`config.mk`:
```
export PLATFORM = sky130hd
export DESIGN_NAME = segment_pattern_gen
export DESIGN_NICKNAME = d
export VERILOG_FILES = /design/src/rtl/seg_geom_pkg.sv /design/src/rtl/seg_vga_timing.sv /design/src/rtl/segment_pattern_gen.sv
export SDC_FILE = /design/constraint.sdc
export NUM_CORES = 1
export LEC_CHECK = 0
export ABC_AREA = 1
export CORE_MARGIN = 8
export CORE_UTILIZATION = 55
export CTS_CLUSTER_DIAMETER = 50
export DETAILED_ROUTE_END_ITERATION = 6
export GPL_ROUTABILITY_DRIVEN = 0
export PLACE_DENSITY = 0.85
export SYNTH_ARGS = -nofsm -noshare
export SYNTH_HDL_FRONTEND = slang
export SYNTH_HIERARCHICAL = 1
export SYNTH_SLANG_ARGS = --single-unit
```
`constraint.sdc`:
```
create_clock -name clk -period 9.2 [get_ports clk]
set_input_delay 1.38 -clock clk [delete_from_list [all_inputs] [get_ports clk]]
set_output_delay 1.38 -clock clk [all_outputs]
set_load 0.02 [all_outputs]
```
`src/rtl/seg_geom_pkg.sv`:
```
// ============================================================================
// seg_geom_pkg : VGA timing defaults and six-segment box geometry | rev 1.0
// ============================================================================
`default_nettype none

package seg_geom_pkg;

  localparam int H_ACTIVE_DEF = 640;
  localparam int H_FP_DEF     = 16;
  localparam int H_SYNC_DEF   = 96;
  localparam int H_BP_DEF     = 48;
  localparam int V_ACTIVE_DEF = 480;
  localparam int V_FP_DEF     = 10;
  localparam int V_SYNC_DEF   = 2;
  localparam int V_BP_DEF     = 33;

  // Upper quadrants span GEOM_ROW_TOP..GEOM_ROW_MID-1, lower ones GEOM_ROW_MID..GEOM_ROW_BOT.
  localparam int GEOM_ROW_TOP = 151;
  localparam int GEOM_ROW_MID = 226;
  localparam int GEOM_ROW_BOT = 300;

  localparam int NUM_SEG = 6;

  localparam logic [11:0] INK_RGB_DEF  = 12'hA00;
  localparam logic [11:0] BOX_RGB_DEF  = 12'h222;
  localparam logic [3:0]  MATCH_NIBBLE = INK_RGB_DEF[11:8];

  typedef struct packed {
    logic [9:0] l;
    logic [9:0] m;
    logic [9:0] r;
  } seg_cols_t;

  // Left half is l < h <= m, right half is m < h < r.
  function automatic seg_cols_t seg_cols(input int s);
    case (s)
      1:       return '{l: 10'd50,  m: 10'd87,  r: 10'd125};
      2:       return '{l: 10'd140, m: 10'd177, r: 10'd215};
      3:       return '{l: 10'd230, m: 10'd267, r: 10'd305};
      4:       return '{l: 10'd335, m: 10'd372, r: 10'd411};
      5:       return '{l: 10'd425, m: 10'd462, r: 10'd500};
      6:       return '{l: 10'd515, m: 10'd552, r: 10'd590};
      default: return '{l: 10'd0,   m: 10'd0,   r: 10'd0};
    endcase
  endfunction

endpackage

`default_nettype wire

```
`src/rtl/seg_vga_timing.sv`:
```
// ============================================================================
// seg_vga_timing : pixel/line counters, syncs, video_on, frame_start | rev 1.0
// ============================================================================
`default_nettype none

module seg_vga_timing #(
  parameter int H_ACTIVE = 640,
  parameter int H_FP     = 16,
  parameter int H_SYNC   = 96,
  parameter int H_BP     = 48,
  parameter int V_ACTIVE = 480,
  parameter int V_FP     = 10,
  parameter int V_SYNC   = 2,
  parameter int V_BP     = 33
) (
  input  logic       clk,
  input  logic       rst,
  input  logic       pix_en,
  output logic [9:0] h_pos,
  output logic [9:0] v_pos,
  output logic       in_active,
  output logic       wrap,
  output logic [9:0] hcnt,
  output logic [9:0] vcnt,
  output logic       hsync,
  output logic       vsync,
  output logic       video_on,
  output logic       frame_start
);

  localparam logic [9:0] H_LAST = 10'(H_ACTIVE + H_FP + H_SYNC + H_BP - 1);
  localparam logic [9:0] V_LAST = 10'(V_ACTIVE + V_FP + V_SYNC + V_BP - 1);
  localparam logic [9:0] H_ACT  = 10'(H_ACTIVE);
  localparam logic [9:0] V_ACT  = 10'(V_ACTIVE);
  localparam logic [9:0] H_SS   = 10'(H_ACTIVE + H_FP);
  localparam logic [9:0] H_SE   = 10'(H_ACTIVE + H_FP + H_SYNC);
  localparam logic [9:0] V_SS   = 10'(V_ACTIVE + V_FP);
  localparam logic [9:0] V_SE   = 10'(V_ACTIVE + V_FP + V_SYNC);

  logic [9:0] r_h;
  logic [9:0] r_v;
  logic       w_h_last;
  logic       w_v_last;

  assign w_h_last  = (r_h == H_LAST);
  assign w_v_last  = (r_v == V_LAST);
  assign wrap      = pix_en && w_h_last && w_v_last;
  assign in_active = (r_h < H_ACT) && (r_v < V_ACT);
  assign h_pos     = r_h;
  assign v_pos     = r_v;

  // Outputs present the counter value of the previous strobe so they line up with pixel_out.
  always_ff @(posedge clk or posedge rst) begin
    if (rst) begin
      r_h         <= '0;
      r_v         <= '0;
      hcnt        <= '0;
      vcnt        <= '0;
      hsync       <= 1'b1;
      vsync       <= 1'b1;
      video_on    <= 1'b0;
      frame_start <= 1'b0;
    end else begin
      frame_start <= wrap;
      if (pix_en) begin
        r_h <= w_h_last ? '0 : r_h + 10'd1;
        if (w_h_last) begin
          r_v <= w_v_last ? '0 : r_v + 10'd1;
        end
        hcnt     <= r_h;
        vcnt     <= r_v;
        hsync    <= !((r_h >= H_SS) && (r_h < H_SE));
        vsync    <= !((r_v >= V_SS) && (r_v < V_SE));
        video_on <= in_active;
      end
    end
  end

endmodule

`default_nettype wire

```
`src/rtl/segment_pattern_gen.sv`:
```
// ============================================================================
// segment_pattern_gen : VGA glyph source painting six dithered segment boxes | rev 1.0
// ============================================================================
`default_nettype none

module segment_pattern_gen
  import seg_geom_pkg::*;
#(
  parameter int          H_ACTIVE = H_ACTIVE_DEF,
  parameter int          H_FP     = H_FP_DEF,
  parameter int          H_SYNC   = H_SYNC_DEF,
  parameter int          H_BP     = H_BP_DEF,
  parameter int          V_ACTIVE = V_ACTIVE_DEF,
  parameter int          V_FP     = V_FP_DEF,
  parameter int          V_SYNC   = V_SYNC_DEF,
  parameter int          V_BP     = V_BP_DEF,
  parameter int          ROW_TOP  = GEOM_ROW_TOP,
  parameter int          ROW_MID  = GEOM_ROW_MID,
  parameter int          ROW_BOT  = GEOM_ROW_BOT,
  parameter logic [11:0] INK_RGB  = INK_RGB_DEF,
  parameter logic [11:0] BOX_RGB  = BOX_RGB_DEF
) (
  input  logic        clk,
  input  logic        rst,
  input  logic        pix_en,
  input  logic        pat_valid,
  output logic        pat_ready,
  input  logic [2:0]  pat_seg,
  input  logic [15:0] pat_quads,
  output logic        pat_err,
  output logic [9:0]  hcnt,
  output logic [9:0]  vcnt,
  output logic        hsync,
  output logic        vsync,
  output logic        video_on,
  output logic [11:0] pixel_out,
  output logic        frame_start
);

  localparam logic [9:0] ROW_TOP_L = 10'(ROW_TOP);
  localparam logic [9:0] ROW_MID_L = 10'(ROW_MID);
  localparam logic [9:0] ROW_BOT_L = 10'(ROW_BOT);

  logic [15:0]        r_shadow [1:NUM_SEG];
  logic [15:0]        r_active [1:NUM_SEG];
  logic [9:0]         w_h;
  logic [9:0]         w_v;
  logic               w_vis;
  logic               w_wrap;
  logic               w_seg_ok;
  logic               w_rows;
  logic               w_lower;
  logic [NUM_SEG:1]   w_hit;
  logic [NUM_SEG:1]   w_right;
  logic               w_in_box;
  logic [3:0]         w_dens;
  logic               w_ink;

  seg_vga_timing #(
    .H_ACTIVE (H_ACTIVE), .H_FP (H_FP), .H_SYNC (H_SYNC), .H_BP (H_BP),
    .V_ACTIVE (V_ACTIVE), .V_FP (V_FP), .V_SYNC (V_SYNC), .V_BP (V_BP)
  ) u_timing (
    .clk         (clk),
    .rst         (rst),
    .pix_en      (pix_en),
    .h_pos       (w_h),
    .v_pos       (w_v),
    .in_active   (w_vis),
    .wrap        (w_wrap),
    .hcnt        (hcnt),
    .vcnt        (vcnt),
    .hsync       (hsync),
    .vsync       (vsync),
    .video_on    (video_on),
    .frame_start (frame_start)
  );

  assign pat_ready = 1'b1;
  assign w_seg_ok  = (pat_seg != 3'd0) && (pat_seg != 3'd7);
  assign w_rows    = (w_v >= ROW_TOP_L) && (w_v <= ROW_BOT_L);
  assign w_lower   = (w_v >= ROW_MID_L);

  generate
    for (genvar s = 1; s <= NUM_SEG; s++) begin : g_seg
      localparam seg_cols_t C = seg_cols(s);
      assign w_hit[s]   = (w_h > C.l) && (w_h < C.r);
      assign w_right[s] = (w_h > C.m);
    end
  endgenerate

  // Quadrant nibble index is {lower, right}: q1=UL, q2=UR, q3=LL, q4=LR.
  always_comb begin
    w_in_box = 1'b0;
    w_dens   = 4'd0;
    for (int s = 1; s <= NUM_SEG; s++) begin
      if (w_hit[s]) begin
        w_in_box = 1'b1;
        w_dens   = r_active[s][{w_lower, w_right[s], 2'b00} +: 4];
      end
    end
  end

  assign w_ink = ({w_v[1:0], w_h[1:0]} < w_dens);

  // Commit and write share an edge: active takes the shadow value from before the write.
  always_ff @(posedge clk or posedge rst) begin
    if (rst) begin
      pixel_out <= '0;
      pat_err   <= 1'b0;
      for (int s = 1; s <= NUM_SEG; s++) begin
        r_shadow[s] <= '0;
        r_active[s] <= '0;
      end
    end else begin
      pat_err <= pat_valid && !w_seg_ok;
      if (w_wrap) begin
        for (int s = 1; s <= NUM_SEG; s++) begin
          r_active[s] <= r_shadow[s];
        end
      end
      if (pat_valid && w_seg_ok) begin
        r_shadow[pat_seg] <= pat_quads;
      end
      if (pix_en) begin
        pixel_out <= (w_vis && w_rows && w_in_box) ? (w_ink ? INK_RGB : BOX_RGB) : 12'h000;
      end
    end
  end

endmodule

`default_nettype wire

```
Word-level counts from Yosys, hierarchy flattened. Cells that the tools add are included.

Add/sub/neg operators: 2. Multiply operators: 0. Divide/modulo/power cells: 0. Magnitude comparators: 30. Equality and inequality tests: 3. Shift-type cells: 6. Multiplexer cells: 19. Bitwise gates (word level): 1. Reductions and logical operators: 23.

Operators by type and width (count): $bwmux W96 (1); $shiftx A16 B5 Y4 (6); $gt A10 B9 Y1 const B (5); $lt A10 B9 Y1 const B (5); $demux W16 S3 (1); $gt A10 B8 Y1 const B (3); $lt A10 B10 Y1 const B (3); $mux W12 (2); $mux W4 (6); $add A10 B1 Y10 const B (2); $eq A10 B10 Y1 const B (2); $ge A10 B8 Y1 const B (2); $gt A10 B10 Y1 const B (2); $mux W10 (2); $logic_and A1 B1 Y1 (18); $mux W16 (1); $ge A10 B10 Y1 const B (1); $ge A10 B9 Y1 const B (1); $gt A10 B6 Y1 const B (1); $gt A10 B7 Y1 const B (1); $le A10 B9 Y1 const B (1); $lt A10 B7 Y1 const B (1); $lt A10 B8 Y1 const B (1); $mux W1 (6); 8 further kinds (10).

Bits in registers: 249. Bits in latches: 0. Memory bits (writable): 0. Bits in read-only memories: 0. Input port bits: 23. Output and inout port bits: 38. Word-level logic and storage cells: 106. Memories kept: 0.

Depth between registers and ports, before layout.
Depth in word-level cells: 11. Depth in mapped cells: 21. Mapped depth without buffers: 21.

Modules after synthesis. The synthesis kept the hierarchy.

By module, submodules not included: segment_pattern_gen (instances 1, cells each 980, area each 8862.2 µm²); seg_vga_timing (instances 1, cells each 251, area each 2113.3 µm²).

Least setup slack after synthesis. Ideal clock, no wire load.

Path type: in2reg. Start point: in pix_en. End point: reg r_active[10] (netlist bit). Arrival time: 2992 ps. Data required time: 9075 ps. Setup slack: 6083 ps. Cell stages on the path: 6. Buffers on the path: 3. Cells stage by stage: nand4_1 -> nor3_1 -> clkbuf_1 -> clkbuf_1 -> clkbuf_1 -> mux2_2.

Longest elaborated chain between the ends: 2.

Ends and longest elaborated chain: from (decl) (RTL line segment_pattern_gen.sv:25) `input logic pix_en,`; $logic_and A1 B1 Y1 (2 in series) (RTL line seg_vga_timing.sv:47) `assign wrap = pix_en && w_h_last && w_v_last;`; net w_wrap (RTL line segment_pattern_gen.sv:49) `logic w_wrap;`; to (signal, indexed assignment) (RTL line segment_pattern_gen.sv:118) `r_active[s] <= r_shadow[s];`; to (decl) (RTL line segment_pattern_gen.sv:45) `logic [15:0] r_active [1:NUM_SEG];`.

The timed path passes the listed nets, and every way through them passes these cells. A chain may end at the register's enable or synchronous reset.

Final worst setup path.
Start point: in pix_en. End point: reg r_active[85] (netlist bit).

Same word-level chain as after synthesis.

==> results.rst <==
.. list-table::
   :header-rows: 1

   * - Metric
     - Value
   * - Layout filler cell count
     - between 1500 and 2000
   * - Final setup margin
     - slightly above 5 ns
   * - Final Hold Vio Count
     - 0
   * - Critical Path Fanout Max
     - slightly above 100
   * - Wire length per cell after detailed routing
     - about 16 um
   * - Flop2flop setup slack
     - ~5.4 ns
   * - Synth Area in XOR/XNOR
     - 0.00399
   * - Post-synthesis sequential area ratio
     - 0.547
   * - Clock Skew
     - about 0.013 ns
   * - Die X
     - 157 um
   * - Clock buffers created by TritonCTS
     - 25
   * - Setup repair after global routing missed its margin
     - false
   * - Remaining global-route overflow
     - 0
   * - Multiplexer share of the synthesized area
     - 0.0605
   * - Resize count post-CTS
     - 0
   * - Worst-case hold slack
     - 0.481 ns
   * - Clock root cell
     - clkbuf_16
   * - Placement Rows
     - 51
   * - Setup Viol. Count Final
     - 0
   * - Count of H-tree levels built during CTS
     - 1
   * - Clock tree from TritonCTS
     - built
   * - Number of hold buffers added after CTS
     - 0
   * - First drt pass iteration count
     - 5
   * - Total die area
     - around 25000 um2
   * - HP Class
     - reg2reg
   * - I/O Pins
     - ~60
   * - Critical path launch point type
     - input port
   * - Cell taking the most area after synthesis
     - dfrtp_1
   * - Post-route clock period utilization
     - 0.440
   * - Main combinational cell family by area after synthesis
     - simple AND/OR/NAND/NOR gates
   * - Worst slew margin relative to its limit
     - 0.225
   * - Worst Tran Pin Value
     - 1.16 ns
   * - Maximum number of pins on one net before global-route repair
     - ~110
   * - Fmax
     - approximately 0.25 GHz
   * - Number of global-route vias before repair
     - roughly 8300
   * - Compound-gate portion of the synthesized area
     - 0.125
   * - Growth of design area from synthesis to finish
     - 12.3%
   * - N_diodes
     - 0
   * - Setup total negative slack
     - 0 ns
   * - Area fraction of the dominant cell type after synthesis
     - 0.543
   * - Data required time of the worst path
     - between 9 and 10 ns
   * - Instance count of the mapped netlist
     - about 1200
   * - Number of nets in the finished design
     - between 1000 and 1500
   * - Global-route wire length before repair
     - ~42 mm
   * - Share of flip-flops with an asynchronous set or reset after synthesis
     - 1.00
   * - Number of port buffers
     - 51
   * - Violation count after the first detailed-route iteration
     - roughly 700
   * - Yosys warnings
     - 6
   * - Num Clock Sinks
     - 240
   * - Critical path data arrival time
     - 4.45 ns
   * - Cell type group with the largest total delay on the critical path
     - buffers and inverters
   * - Core Region
     - a little under 20000 um2
   * - Post-CTS Setup Inserts
     - 0
   * - Longest individual stage delay on the worst path
     - 0.86 ns
   * - Number of antenna violations at the first check in global routing
     - 0
   * - Highest-count cells in the layout ignoring fill and taps
     - nand2_1, dfrtp_1, o21ai_0
   * - Via count normalized by instance count
     - between 5 and 6
   * - Vias
     - between 8000 and 9000
   * - Run status
     - complete, no violations
   * - Max Slew Vio Count
     - 0
   * - Fraction of final layout cells sized beyond drive strength 1
     - 0.104
   * - Type of the worst setup path
     - in2reg
   * - Synthesized-area fraction occupied by and/or/nand/nor cells
     - 0.181
   * - Global Route Usage Sum
     - 0.207
   * - DRT antenna net count
     - 0
   * - Most common library cell in the layout ignoring fill and taps
     - nand2_1
   * - Final HPWL DP
     - between 15 and 20 mm
   * - Final critical path time including I/O delays and setup
     - between 4 and 5 ns
   * - Die extent in y
     - about 160 um
   * - Distinct cells, synth
     - 39
   * - Ranking of synthesized cells by area
     - dfrtp_1, nand2_1, o21ai_0
   * - Static leakage
     - 6.08 nW
   * - Worst slack, placed
     - between 4 and 5 ns
   * - Post-detailed-route DRC marker count
     - 0
   * - Synthesized area per cell
     - 8.92 um2
   * - EDFF count, synth
     - 0
   * - Max-cap violations
     - 0
   * - Clock network latency to the later pin of the worst-skew pair
     - 0.52 ns
   * - Final wirelength
     - between 20 and 30 mm
   * - Seq cells post-synth
     - 240
   * - Maximum buffer depth of the clock tree
     - 3
   * - Count of buffer and inverter cells on the critical path
     - 3
   * - Slowest stage cell on the critical path
     - buf_4
   * - Areal power density over the cells
     - 227 nW/um2
   * - Crit path cell chain
     - clkdlybuf4s50_1, nand4_1, nor3_2, buf_4, buf_4, mux2_2
   * - Clk slew on worst S/H paths
     - around 0.06 ns
   * - Adder-Cell Fraction of Synth Area
     - 0.00798
   * - Top_reg_cell synth
     - dfrtp_1
   * - Most Frequent Cell on Critical Path
     - buf_4
   * - Maximum ir drop on the vdd rail
     - 150 uV
   * - Syn Std Cell Area
     - around 11000 um2
   * - Effective utilization at floorplan
     - 0.562
   * - Post-layout total power
     - ~2.8 mW
   * - Endpoint type of the worst setup path
     - flop
flip-flops by register name (all words and copies together) (netlist names):
signal                count
pat_err                   1
u_timing/hsync            1
u_timing/vsync            1
r_shadow                 96
u_timing/v_pos           10
u_timing/vcnt            10
u_timing/h_pos           10
pixel_out                 3
r_active                 96
u_timing/hcnt            10
u_timing/video_on         1
u_timing/frame_start      1
final cells by class:
| type | count | area [um2] | share of cell area |
|---|---|---|---|
| Sequential cell | 240 | 6010 | 0.487 |
| Multi-Input combinational cell | 806 | 4190 | 0.340 |
| Clock buffer | 35 | 693 | 0.0562 |
| Timing Repair Buffer | 56 | 548 | 0.0445 |
| Inverter | 130 | 498 | 0.0404 |
| Tap cell | 265 | 332 | 0.0269 |
| Clock inverter | 8 | 56.3 | 0.00457 |
metrics by stage:
step	utilization	instances	cell area, um2
6_report	0.631	1540	12300
5_1_grt	0.631	1540	12300
4_1_cts	0.631	1540	12300
3_5_place_dp	0.593	1497	11600
3_3_place_gp	0.593	1497	11600
2_1_floorplan	-	1238	11000
final timing paths:
check	from	to	cells after the start
setup reg to reg	u_timing/v_pos[4]	pixel_out[5]	20
hold / removal	r_shadow[64]	r_shadow[64]	2
max in group asynchronous	rst	r_active[61]	3
hold reg to reg	r_shadow[64]	r_shadow[64]	2
setup / recovery	pix_en	r_active[85]	6
min in group asynchronous	rst	r_shadow[42]	2
power breakdown:
group | internal [mW] | total [mW] | switching, mW
logic | 0.194 | 0.593 | 0.399
clock network | 0.527 | 0.928 | 0.401
registers | 1.17 | 1.28 | 0.106
routing by layer:
layer | GRT usage | vias to the layer above | part of all wire
met5 | 0 | - | 0
met4 | 0.0689 | 0 | 0.027
met3 | 0.0351 | 48 | 0.066
met2 | 0.344 | 265 | 0.48
met1 | 0.272 | 4124 | 0.43
li1 | - | 4077 | -
kinds of logic (layout without fill, tap and decap cells):
| logic type | count (synthesis) | count (layout) |
|---|---|---|
| other | 2 | 9 |
| adder cells (fa/ha/maj) | 7 | 7 |
| flip-flops | 240 | 240 |
| AO/OA/AOI/OAI | 264 | 264 |
| multiplexers | 59 | 59 |
| buffers and inverters | 192 | 229 |
| AND/OR/NAND/NOR | 462 | 462 |
| XOR/XNOR | 5 | 5 |
worst reg2reg max path, stage by stage (launching register included):
cell	delay, ns
dfrtp_1	0.48
inv_1	0.12
nand4_1	0.11
nand2_1	0.05
nand2_1	0.06
buf_4	0.31
clkinv_1	0.83
o21ai_0	0.28
o21ai_0	0.16
nand2_1	0.09
nand2_1	0.05
a21oi_1	0.23
o31ai_1	0.15
nor3_1	0.20
ha_1	0.27
nand2_1	0.08
inv_1	0.04
nand2_1	0.07
nand2_1	0.05
nand2_1	0.05
nand2_1	0.04
synthesized netlist by cell type (3+ instances only):
library cell	instances
mux2_2	59
clkbuf_1	38
o21ai_1	5
nand2_1	297
nor2_1	50
buf_6	3
dfrtp_1	238
inv_1	121
nand3_1	66
nor2_4	4
o21ai_0	203
nand4_1	15
ha_1	7
inv_2	6
xor2_1	5
buf_2	7
nand2_2	8
nor3_1	12
nor2_2	3
o31ai_1	3
a31oi_1	3
a21oi_1	38
buf_4	14
o211ai_1	5
No activity file was read; power rests on OpenSTA's default activity.
